$ cat src/rtl/core_pkg.sv
// Shared RV32I core types: datapath width, decode control bundle and its NOP encoding.
package core_pkg;

  localparam int unsigned XLEN = 32;

  localparam logic [4:0] BR_NONE = 5'd0;
  localparam logic [3:0] ALU_ADD = 4'd0;

  typedef struct packed {
    logic       RUWr;
    logic       DMWr;
    logic       DMrd;
    logic [1:0] RUDataWrSrc;
    logic       ALUASrc;
    logic       ALUBSrc;
    logic [3:0] ALUOp;
    logic [4:0] BrOp;
    logic [2:0] DMCtrl;
  } ctrl_t;

  localparam ctrl_t CTRL_NOP = '{
    RUWr:        1'b0,
    DMWr:        1'b0,
    DMrd:        1'b0,
    RUDataWrSrc: 2'd0,
    ALUASrc:     1'b0,
    ALUBSrc:     1'b0,
    ALUOp:       ALU_ADD,
    BrOp:        BR_NONE,
    DMCtrl:      3'd0
  };

endpackage

$ cat src/rtl/sat_counter.sv
// Up-counter that sticks at all-ones instead of wrapping; only rst clears it.
module sat_counter #(
  parameter int unsigned W = 16
) (
  input  logic         clk,
  input  logic         rst,
  input  logic         inc,
  output logic [W-1:0] q
);

  logic [W-1:0] q_q;
  logic [W-1:0] q_d;

  always_comb begin
    q_d = q_q;
    if (inc && (q_q != {W{1'b1}})) q_d = q_q + W'(1);
  end

  always_ff @(posedge clk) begin
    if (rst) q_q <= '0;
    else     q_q <= q_d;
  end

  assign q = q_q;

endmodule

$ cat src/rtl/id_ex_reg.sv
// ID/EX pipeline register: load/hold/bubble with rst > flush > clr > hold > load,
// plus saturating counters of bubbles caused by load-use clears and branch flushes.
module id_ex_reg #(
  parameter int unsigned XLEN  = core_pkg::XLEN,
  parameter int unsigned CNT_W = 16
) (
  input  logic                  clk,
  input  logic                  rst,
  input  logic                  en,
  input  logic                  clr,
  input  logic                  flush,
  input  logic                  valid_de,
  input  logic [XLEN-1:0]       pc_de,
  input  logic [XLEN-1:0]       pcplus4_de,
  input  logic [XLEN-1:0]       rs1data_de,
  input  logic [XLEN-1:0]       rs2data_de,
  input  logic [XLEN-1:0]       imm_de,
  input  logic [4:0]            rs1_de,
  input  logic [4:0]            rs2_de,
  input  logic [4:0]            rd_de,
  input  core_pkg::ctrl_t       ctrl_de,
  output logic                  valid_ex,
  output logic [XLEN-1:0]       pc_ex,
  output logic [XLEN-1:0]       pcplus4_ex,
  output logic [XLEN-1:0]       rs1data_ex,
  output logic [XLEN-1:0]       rs2data_ex,
  output logic [XLEN-1:0]       imm_ex,
  output logic [4:0]            rs1_ex,
  output logic [4:0]            rs2_ex,
  output logic [4:0]            rd_ex,
  output core_pkg::ctrl_t       ctrl_ex,
  output logic                  DMrd_ex,
  output logic [CNT_W-1:0]      lu_bubbles,
  output logic [CNT_W-1:0]      fl_bubbles
);

  import core_pkg::*;

  typedef struct packed {
    logic            valid;
    logic [XLEN-1:0] pc;
    logic [XLEN-1:0] pcplus4;
    logic [XLEN-1:0] rs1data;
    logic [XLEN-1:0] rs2data;
    logic [XLEN-1:0] imm;
    logic [4:0]      rs1;
    logic [4:0]      rs2;
    logic [4:0]      rd;
    ctrl_t           ctrl;
  } stage_t;

  // rd = 0 in a bubble keeps the HDU from matching it (x0 never hazards).
  localparam stage_t BUBBLE = '{
    valid:   1'b0,
    pc:      '0,
    pcplus4: '0,
    rs1data: '0,
    rs2data: '0,
    imm:     '0,
    rs1:     5'd0,
    rs2:     5'd0,
    rd:      5'd0,
    ctrl:    CTRL_NOP
  };

  stage_t stage_q;
  stage_t stage_d;
  logic   lu_inc;
  logic   fl_inc;

  always_comb begin
    stage_d = stage_q;
    if (flush || clr) begin
      stage_d = BUBBLE;
    end else if (en) begin
      stage_d.valid   = valid_de;
      stage_d.pc      = pc_de;
      stage_d.pcplus4 = pcplus4_de;
      stage_d.rs1data = rs1data_de;
      stage_d.rs2data = rs2data_de;
      stage_d.imm     = imm_de;
      stage_d.rs1     = rs1_de;
      stage_d.rs2     = rs2_de;
      stage_d.rd      = rd_de;
      stage_d.ctrl    = ctrl_de;
    end
  end

  always_ff @(posedge clk) begin
    if (rst) stage_q <= BUBBLE;
    else     stage_q <= stage_d;
  end

  // A simultaneous clr+flush is charged to flush only.
  assign fl_inc = flush;
  assign lu_inc = clr & ~flush;

  sat_counter #(.W(CNT_W)) u_lu_cnt (
    .clk (clk),
    .rst (rst),
    .inc (lu_inc),
    .q   (lu_bubbles)
  );

  sat_counter #(.W(CNT_W)) u_fl_cnt (
    .clk (clk),
    .rst (rst),
    .inc (fl_inc),
    .q   (fl_bubbles)
  );

  assign valid_ex   = stage_q.valid;
  assign pc_ex      = stage_q.pc;
  assign pcplus4_ex = stage_q.pcplus4;
  assign rs1data_ex = stage_q.rs1data;
  assign rs2data_ex = stage_q.rs2data;
  assign imm_ex     = stage_q.imm;
  assign rs1_ex     = stage_q.rs1;
  assign rs2_ex     = stage_q.rs2;
  assign rd_ex      = stage_q.rd;
  assign ctrl_ex    = stage_q.ctrl;
  assign DMrd_ex    = stage_q.ctrl.DMrd;

endmodule

$ cat config.mk
export PLATFORM = sky130hd
export DESIGN_NAME = id_ex_reg
export DESIGN_NICKNAME = d
export VERILOG_FILES = /design/src/rtl/core_pkg.sv /design/src/rtl/sat_counter.sv /design/src/rtl/id_ex_reg.sv
export SDC_FILE = /design/constraint.sdc
export NUM_CORES = 1
export LEC_CHECK = 0
export ABC_AREA = 1
export CAP_MARGIN = 20
export CORE_AREA = 2 2 167 169
export DETAILED_ROUTE_END_ITERATION = 7
export DIE_AREA = 0 0 169 171
export PLACE_DENSITY = 0.76
export SLEW_MARGIN = 10
export SYNTH_ARGS = -nofsm -noshare
export SYNTH_HDL_FRONTEND = slang
export SYNTH_HIERARCHICAL = 1
export SYNTH_SLANG_ARGS = --single-unit
$ cat constraint.sdc
create_clock -name clk -period 2.44 [get_ports clk]
set_clock_uncertainty 0.2 [all_clocks]
set_input_delay 0.366 -clock clk [delete_from_list [all_inputs] [get_ports clk]]
set_output_delay 0.366 -clock clk [all_outputs]
set_load 0.05 [all_outputs]
==> Word-level counts from Yosys, hierarchy flattened <==
Cells that the tools add are included.
{ "totals": {"wordCells": 30, "regBits": 227, "in_bits": 200, "out_inout_bits": 228} }
{ "op_classes": {"bitwise_logic": 2, "addsub": 2, "n_reduce_logical": 4, "eq_ne": 2} }
{ "op_table": {"columns": ["op", "n"], "rows": [
  ["$add A16 B1 Y16 const B", 2],
  ["$ne A16 B16 Y1 const B", 2],
  ["$logic_and A1 B1 Y1", 2],
  ["$reduce_or A2 Y1", 1],
  ["$and A1 B1 Y1", 1],
  ["$logic_or A1 B1 Y1", 1],
  ["$not A1 Y1", 1]
]} }

==> Logic depth before layout (Yosys ltp) <==
Gate-level depths: netlist of the first run.
{ "logic_depth": {"word_depth": 3, "mapped_depth": 10, "ltp_nobuf": 9} }

==> Cells and area by module <==
Netlist of the first run, hierarchy kept.
{ "by_module_without_submodules": {"columns": ["module", "seq_area_each_um2", "instances", "area_per_inst_um2", "cells_each"], "rows": [
  ["id_ex_reg", 3903.7, 1, 8664.6, 1435],
  ["sat_counter", 320.3, 2, 929.6, 149]
]} }

==> Worst setup path before layout of the first run <==
No wires, ideal clock.
{ "synth_timing": {"kind": "flip-flop to flip-flop", "from": "reg u_fl_cnt.q_q[0] (netlist: u_fl_cnt/q[0])", "to": "reg u_fl_cnt.q_q[0] (netlist: u_fl_cnt/q[0])", "arrival_time_ns": 1.606, "setup_time_ns": 0.115, "synth_period_minus_slack_ns": 1.921, "required_ns": 2.125, "n_path_buf": 0, "path_stages_with_launch": 9, "setup_slack_ns": 0.519, "cell_sequence": "dfxtp_1 > ha_1 > inv_1 > nor2_2 > nand2_2 > nor2_8 > nor2_4 > nor2_1 > nor2_1"} }
{ "synth_via": {"elab_chain_cells": 2, "elab_cells_between_ends": 3, "classes_between": "add/sub: 1; eq/ne: 1; reduce/logical: 1"} }
{ "synth_lines": {"columns": ["item", "line_no", "text"], "rows": [
  ["from (decl)", "sat_counter.sv:11", "logic [W-1:0] q_q;"],
  ["from (signal assigned)", "sat_counter.sv:21", "else q_q <= q_d;"],
  ["branches (longest 2 deep; another with $add A16 B1 Y16)", null, null]
]} }
Several ways; the timed one is not identified.
A chain may end at the register's enable or synchronous reset.

==> Worst setup path after layout of the first run <==
{ "layout_timing": {"from": "reg u_fl_cnt.q_q[12] (netlist: u_fl_cnt/q[12])", "to": "out fl_bubbles[12]"} }
{ "layout_lines": {"columns": ["item", "line_no", "text"], "rows": [
  ["to (decl)", "id_ex_reg.sv:34", "output logic [CNT_W-1:0] fl_bubbles"]
]} }
No word-level cell between the ends.

==> results.tsv, run 1 <==
stage	metric	value	unit
grt	largest net degree at the start of global routing	81	
critical_path	CP required	1870	ps
timing	minimum clock period	2365	ps
layout	most frequent cells in the layout	657 x nor2_1, 424 x clkdlybuf4s50_1, 412 x inv_1	
drt	Pre-Repair DR Iteration Count	8	
floorplan	Die Footprint	28900	um2
drt	antenna-violating nets left	0	
floorplan	Core ar.	27320	um2
synthesis	Simple-Gate Fraction of Synth Area	37.65	%
critical_path	crit path DAT	1800	ps
cts	Worst-Skew Late Latency	510	ps
pwr	P per Cell Area	550.4	nW/um2
drt	Initial DRC Count	520	
floorplan	std cell rows	61	
critical_path	crit end category	output pin	
floorplan	Ports	428	
layout	NumNets Final	2340	
grt	antenna violations before repair	0	
timing	worst-margin pin slew	631.7	ps
timing	Final Hold Viols	0	
critical_path	Critical Path, Cell by Cell	clkdlybuf4s50_1	
synthesis	adder-cell share of the synthesized area	0.2378	%
placed_design	Placement Cell Area	15120	um2
floorplan	Die Y	171	um
pwr	worst vdd ir	0.4237	mV
grt	number of global-route vias before repair	9919	
job	max-cap viol count	0	
cts	clk root buf	clkbuf_16	
critical_path	WS Path Type	reg -> out	
drt	vias per inst	4.190	
pwr	LEAKAGE	7.442	nW
grt	total track usage	19.33	%
cts	CTS buffer count	26	
floorplan	initial core utilization	38.52	%
layout	leading cell type in the layout, fill and taps excluded	nor2_1	
timing	Max-slew headroom	57.75	%
layout	final non-filler cell area	15950	um2
timing	Fin Setup TNS	0	ps
cts	H-tree levels	1	
cts	Max Buffers Root-to-Sink	3	
drt	final WL	29440	um
critical_path	crit-path leading delay family	buffers and inverters	
timing	RSZ-0062 raised after global routing	no	
drt	DRC Markers	0	
layout	Ant. Diodes	0	
critical_path	Critical Path Start Type	flop	
critical_path	WP buf/inv	1	
synthesis	main area contributors after synthesis	dfxtp_1 43%, nor2_1 23%, inv_1 15%, nand2_1 10%, buf_2 2.4%	
grt	first-pass GRT wire length	46490	um
cts	Sink Count	227	
synthesis	mux cell area share after synthesis	0	%
drt	via count	10480	
outcome	status	finished clean	
synthesis	Syn Nets	1935	
synthesis	Seq/Total Area, Yosys	43.18	%
synthesis	synthesized instance count	1733	
cts	Worst-path clk slew	60	ps
synthesis	main combinational cell family by area after synthesis	simple AND/OR/NAND/NOR gates	
synthesis	Synth Area in Compound Gates	0.6658	%
synthesis	Syn Area/Cell	6.073	um2
critical_path	reg2reg setup slack	700	ps
hold_path	Hold WC Path Type	in -> reg	
critical_path	CP peak stage delay	870	ps
synthesis	synth unique cells	19	
placed_design	Port Buf Inserts	427	
layout	layout cells sized above 1	4.037	%
placed_design	DPL Wire Length	21510	um
layout	Layout area overhead	51.55	%
cts	postcts setup bufs	0	
synthesis	Synth top area share	43.18	%
critical_path	maximum fanout along the worst path	5	
drt	wire length per cell	11.77	um
placed_design	GP Congestion	0.8537	
timing	period utilization	96.91	%
cts	CTS tree	done	
floorplan	die width	169	um
timing	Final Setup Violations	0	
synthesis	FF+latch count, synth	227	
synthesis	largest area contributor in the synthesized netlist	dfxtp_1	
critical_path	Max stage delay cell, worst path	clkdlybuf4s50_1	
synthesis	Syn. warnings	6	
synthesis	Synth Cell Area	10520	um2
timing	Max Slew Vio Count	0	
timing	max frequency	0.4229	GHz
grt	total gr overflow	0	
synthesis	xor/xnor share of the synthesized area	0	%
where the power goes:
| group | total [mW] | internal [mW] | switching [mW] |
|---|---|---|---|
| clock | 3.77 | 2.25 | 1.52 |
| combinational | 1.20 | 0.558 | 0.642 |
| sequential | 3.81 | 3.77 | 0.0365 |
layout make-up:
| class | instances | area, um2 |
|---|---|---|
| clock buffer | 40 | 764.5 |
| clock inverter | 5 | 56.30 |
| fill | 2449 | 11370 |
| inverter | 412 | 1546 |
| multi-input combinational | 1025 | 4065 |
| sequential | 227 | 4544 |
| tap | 346 | 432.9 |
| timing repair buffer | 446 | 4539 |
synth_stat cells:
cell type	number
clkbuf_1	2
inv_1	412
ha_1	2
nor2_4	4
nor2_2	20
nand2_2	4
or2_0	2
clkbuf_4	2
nand2_1	288
nor2_8	2
buf_2	51
nor2_1	657
dfxtp_1	227
buf_4	12
nand4_1	6
buf_1	2
nand3_1	24
nor3_1	2
a21oi_1	14
kinds of logic (layout without fill, tap and decap cells):
kind of cell / Yosys count / after routing
AO/OA/AOI/OAI: 14 / 14
adder cells (fa/ha/maj): 2 / 2
buffers and inverters: 481 / 903
flip-flops: 227 / 227
AND/OR/NAND/NOR: 1009 / 1009
sequential cells by signal, summed over array words and instances (netlist names):
| register | count |
|---|---|
| valid_ex | 1 |
| rd_ex | 5 |
| rs2data_ex | 32 |
| pc_ex | 32 |
| rs1data_ex | 32 |
| DMrd_ex | 1 |
| rs1_ex | 5 |
| rs2_ex | 5 |
| imm_ex | 32 |
| pcplus4_ex | 32 |
| ctrl_ex | 18 |
| u_lu_cnt/q | 16 |
| u_fl_cnt/q | 16 |
per-stage QoR:
stage | setup slack [ps] | hold slack (ps) | total power, mW | util, % | cells
global placement | 295.3 | 309.0 | 5.076 | 55.35 | 2456
finish | 75.28 | 165.6 | 8.778 | 58.37 | 2501
detailed placement | 322.5 | 318.7 | 5.089 | 55.35 | 2456
global route | 14.86 | 195.3 | 9.149 | 58.37 | 2501
floorplan | 519.2 | 363.3 | 4.542 | - | 1733
CTS | 14.21 | 148.4 | 8.890 | 58.35 | 2501
routing by layer:
layer	vias up	global-route usage, %	share of wire, %
li1	5624	-	-
met1	4431	21.77	41
met2	356	34.18	47
met3	68	6.246	9.1
met4	0	7.246	3.5
met5	-	0	0
what timing repair did:
action / 4_1_cts / 5_1_grt
hold endpoints to repair: 0 / 0
endpoints found under the setup margin: 0 / 2
gates resized for setup: 0 / 2
hold buffers: 0 / 0
path summary, 6_finish.rpt:
| path | from | endpoint | cells past startpoint |
|---|---|---|---|
| worst max-delay path | u_fl_cnt/q[12] | fl_bubbles[12] | 1 |
| worst min register to register | u_fl_cnt/q[1] | u_fl_cnt/q[1] | 2 |
| worst min-delay path | en | pc_ex[15] | 4 |
| worst max register to register | u_lu_cnt/q[0] | u_lu_cnt/q[13] | 6 |
(Power assumes the default switching activity.)
==> run 2: changes to the inputs <==
--- a/constraint.sdc
+++ b/constraint.sdc
@@ -3,3 +3,3 @@
 set_input_delay 0.366 -clock clk [delete_from_list [all_inputs] [get_ports clk]]
 set_output_delay 0.366 -clock clk [all_outputs]
-set_load 0.05 [all_outputs]
+set_load 0.02 [all_outputs]
==> results.tsv, run 2 (synthesis results as in run 1) <==
stage	metric	value	unit
outcome	status	finished clean	
cts	post-CTS sizing	0	
cts	postcts setup bufs	0	
pwr	P_int	6.578	mW
timing	Final Hold Viols	0	
critical_path	crit path DAT	1620	ps
cts	clk root buf	clkbuf_16	
critical_path	Critical Path Start Type	flop	
cts	H-tree levels	1	
drt	final WL	29440	um
timing	max frequency	0.4569	GHz
pwr	LEAKAGE	7.404	nW
critical_path	WP buf/inv	1	
critical_path	Max stage delay cell, worst path	clkdlybuf4s50_1	
pwr	Clock Power Share	43.6	%
cts	CTS buffer count	26	
cts	Worst-Skew Late Latency	510	ps
placed_design	Port Buf Inserts	427	
floorplan	Ports	428	
grt	largest net degree at the start of global routing	81	
layout	leading cell type in the layout, fill and taps excluded	nor2_1	
placed_design	Placed Cells	2456	
timing	Max Slew Vio Count	0	
drt	Initial DRC Count	522	
layout	FILL cells	2450	
drt	DRC Markers	0	
pwr	Flop pwr share	44.1	%
layout	most frequent cells in the layout	657 x nor2_1, 426 x clkdlybuf4s50_1, 412 x inv_1	
critical_path	crit-path leading delay family	buffers and inverters	
floorplan	die width	169	um
pwr	Sw Share	23.76	%
grt	first-pass GRT wire length	46490	um
grt	total track usage	19.33	%
layout	register area	4544	um2
layout	area occupied by multi-input gates	4065	um2
critical_path	maximum fanout along the worst path	6	
layout	Layout Cells excl Fill	2501	
placed_design	Placement Cell Area	15120	um2
placed_design	GP Congestion	0.8537	
cts	CTS tree	done	
placed_design	DPL Wire Length	21510	um
floorplan	std cell rows	61	
floorplan	Die Y	171	um
timing	Final Setup Violations	0	
layout	Ant. Diodes	0	
floorplan	Core ar.	27320	um2
timing	hold slack	169.7	ps
critical_path	CP peak stage delay	690	ps
timing	minimum clock period	2189	ps
layout	final non-filler cell area	15940	um2
floorplan	initial core utilization	38.52	%
pwr	Gate power share	12.2	%
critical_path	crit end category	output pin	
drt	antenna-violating nets left	0	
floorplan	Die Footprint	28900	um2
critical_path	WS Path Type	reg -> out	
grt	total gr overflow	0	
timing	Fin Setup TNS	0	ps
layout	layout cells sized above 1	4.037	%
layout	Layout area overhead	51.50	%
grt	antenna violations before repair	0	
timing	worst-margin pin slew	533.2	ps
pwr	Sw Pwr	2.050	mW
layout	NumNets Final	2340	
hold_path	Hold WC Path Type	in -> reg	
job	max-cap viol count	0	
cts	Worst-path clk slew	60	ps
timing	period utilization	89.70	%
drt	vias per inst	4.182	
cts	Max Buffers Root-to-Sink	3	
critical_path	CP required	1870	ps
drt	wire length per cell	11.77	um
timing	RSZ-0062 raised after global routing	no	
pwr	P per Cell Area	541.2	nW/um2
cts	Sink Count	227	
timing	Max-slew headroom	64.42	%
drt	Pre-Repair DR Iteration Count	7	
cts	hold_buf cts	0	
drt	via count	10460	
grt	number of global-route vias before repair	9919	
critical_path	Critical Path, Cell by Cell	clkdlybuf4s50_1	
pwr	worst vdd ir	0.4198	mV
==> run 2: cell types whose count changed in the layout (fill, tap and decap cells not counted), sizes merged <==
cell	delta
clkdlybuf4s50	+2
dlymetal6s2s	-2
==> run 2: layer usage <==
layer | share of wire [%] | global-route usage, %
met5 | 0 | 0
met4 | 3.5 | 7.246
met3 | 9.0 | 6.246
met2 | 47 | 34.18
met1 | 41 | 21.77
==> run 2: stage by stage <==
| stage | worst slack [ps] | total power, mW | util (%) |
|---|---|---|---|
| after floorplan | 761.8 | 4.396 | - |
| after global placement | 295.3 | 4.932 | 55.35 |
| after detailed placement | 322.5 | 4.945 | 55.35 |
| after CTS | 213.4 | 8.745 | 58.35 |
| after global routing | 193.9 | 9.004 | 58.35 |
| final | 251.3 | 8.628 | 58.35 |
==> run 2: final timing paths <==
kind,end,slack [ps],cells past startpoint,from
max,fl_bubbles[10],250,1,u_fl_cnt/q[10]
min,pc_ex[15],170,4,en
max reg2reg,u_lu_cnt/q[13],700,6,u_lu_cnt/q[0]
min reg2reg,u_fl_cnt/q[1],330,2,u_fl_cnt/q[1]
==> run 2: power by group through the flow <==
stage          combinational [mW]  clock [mW]  sequential [mW]
2_1_floorplan               0.431           0             3.97
3_3_place_gp                 1.05           0             3.89
3_5_place_dp                 1.06           0             3.89
4_1_cts                      1.06        3.87             3.81
5_1_grt                      1.17        4.02             3.81
6_report                     1.06        3.76             3.81
==> run 2: worst min-delay path, delay by kind of cell <==
kind	cells	cell delay, ps
buffers and inverters	1	200
AND/OR/NAND/NOR	3	250
==> run 2: area by class of cell <==
type,instances,share of cell area (%)
Multi-Input combinational cell,1025,25.50
Timing Repair Buffer,446,28.44
Clock buffer,40,4.795
Tap cell,346,2.715
Clock inverter,5,0.3531
Sequential cell,227,28.50
Inverter,412,9.699
==> run 3: changes to the inputs <==
CAP_MARGIN = 10   (was 20)
==> results of run 3 <==
No change in the layout: final DEF, timing and power equal those of run 2.
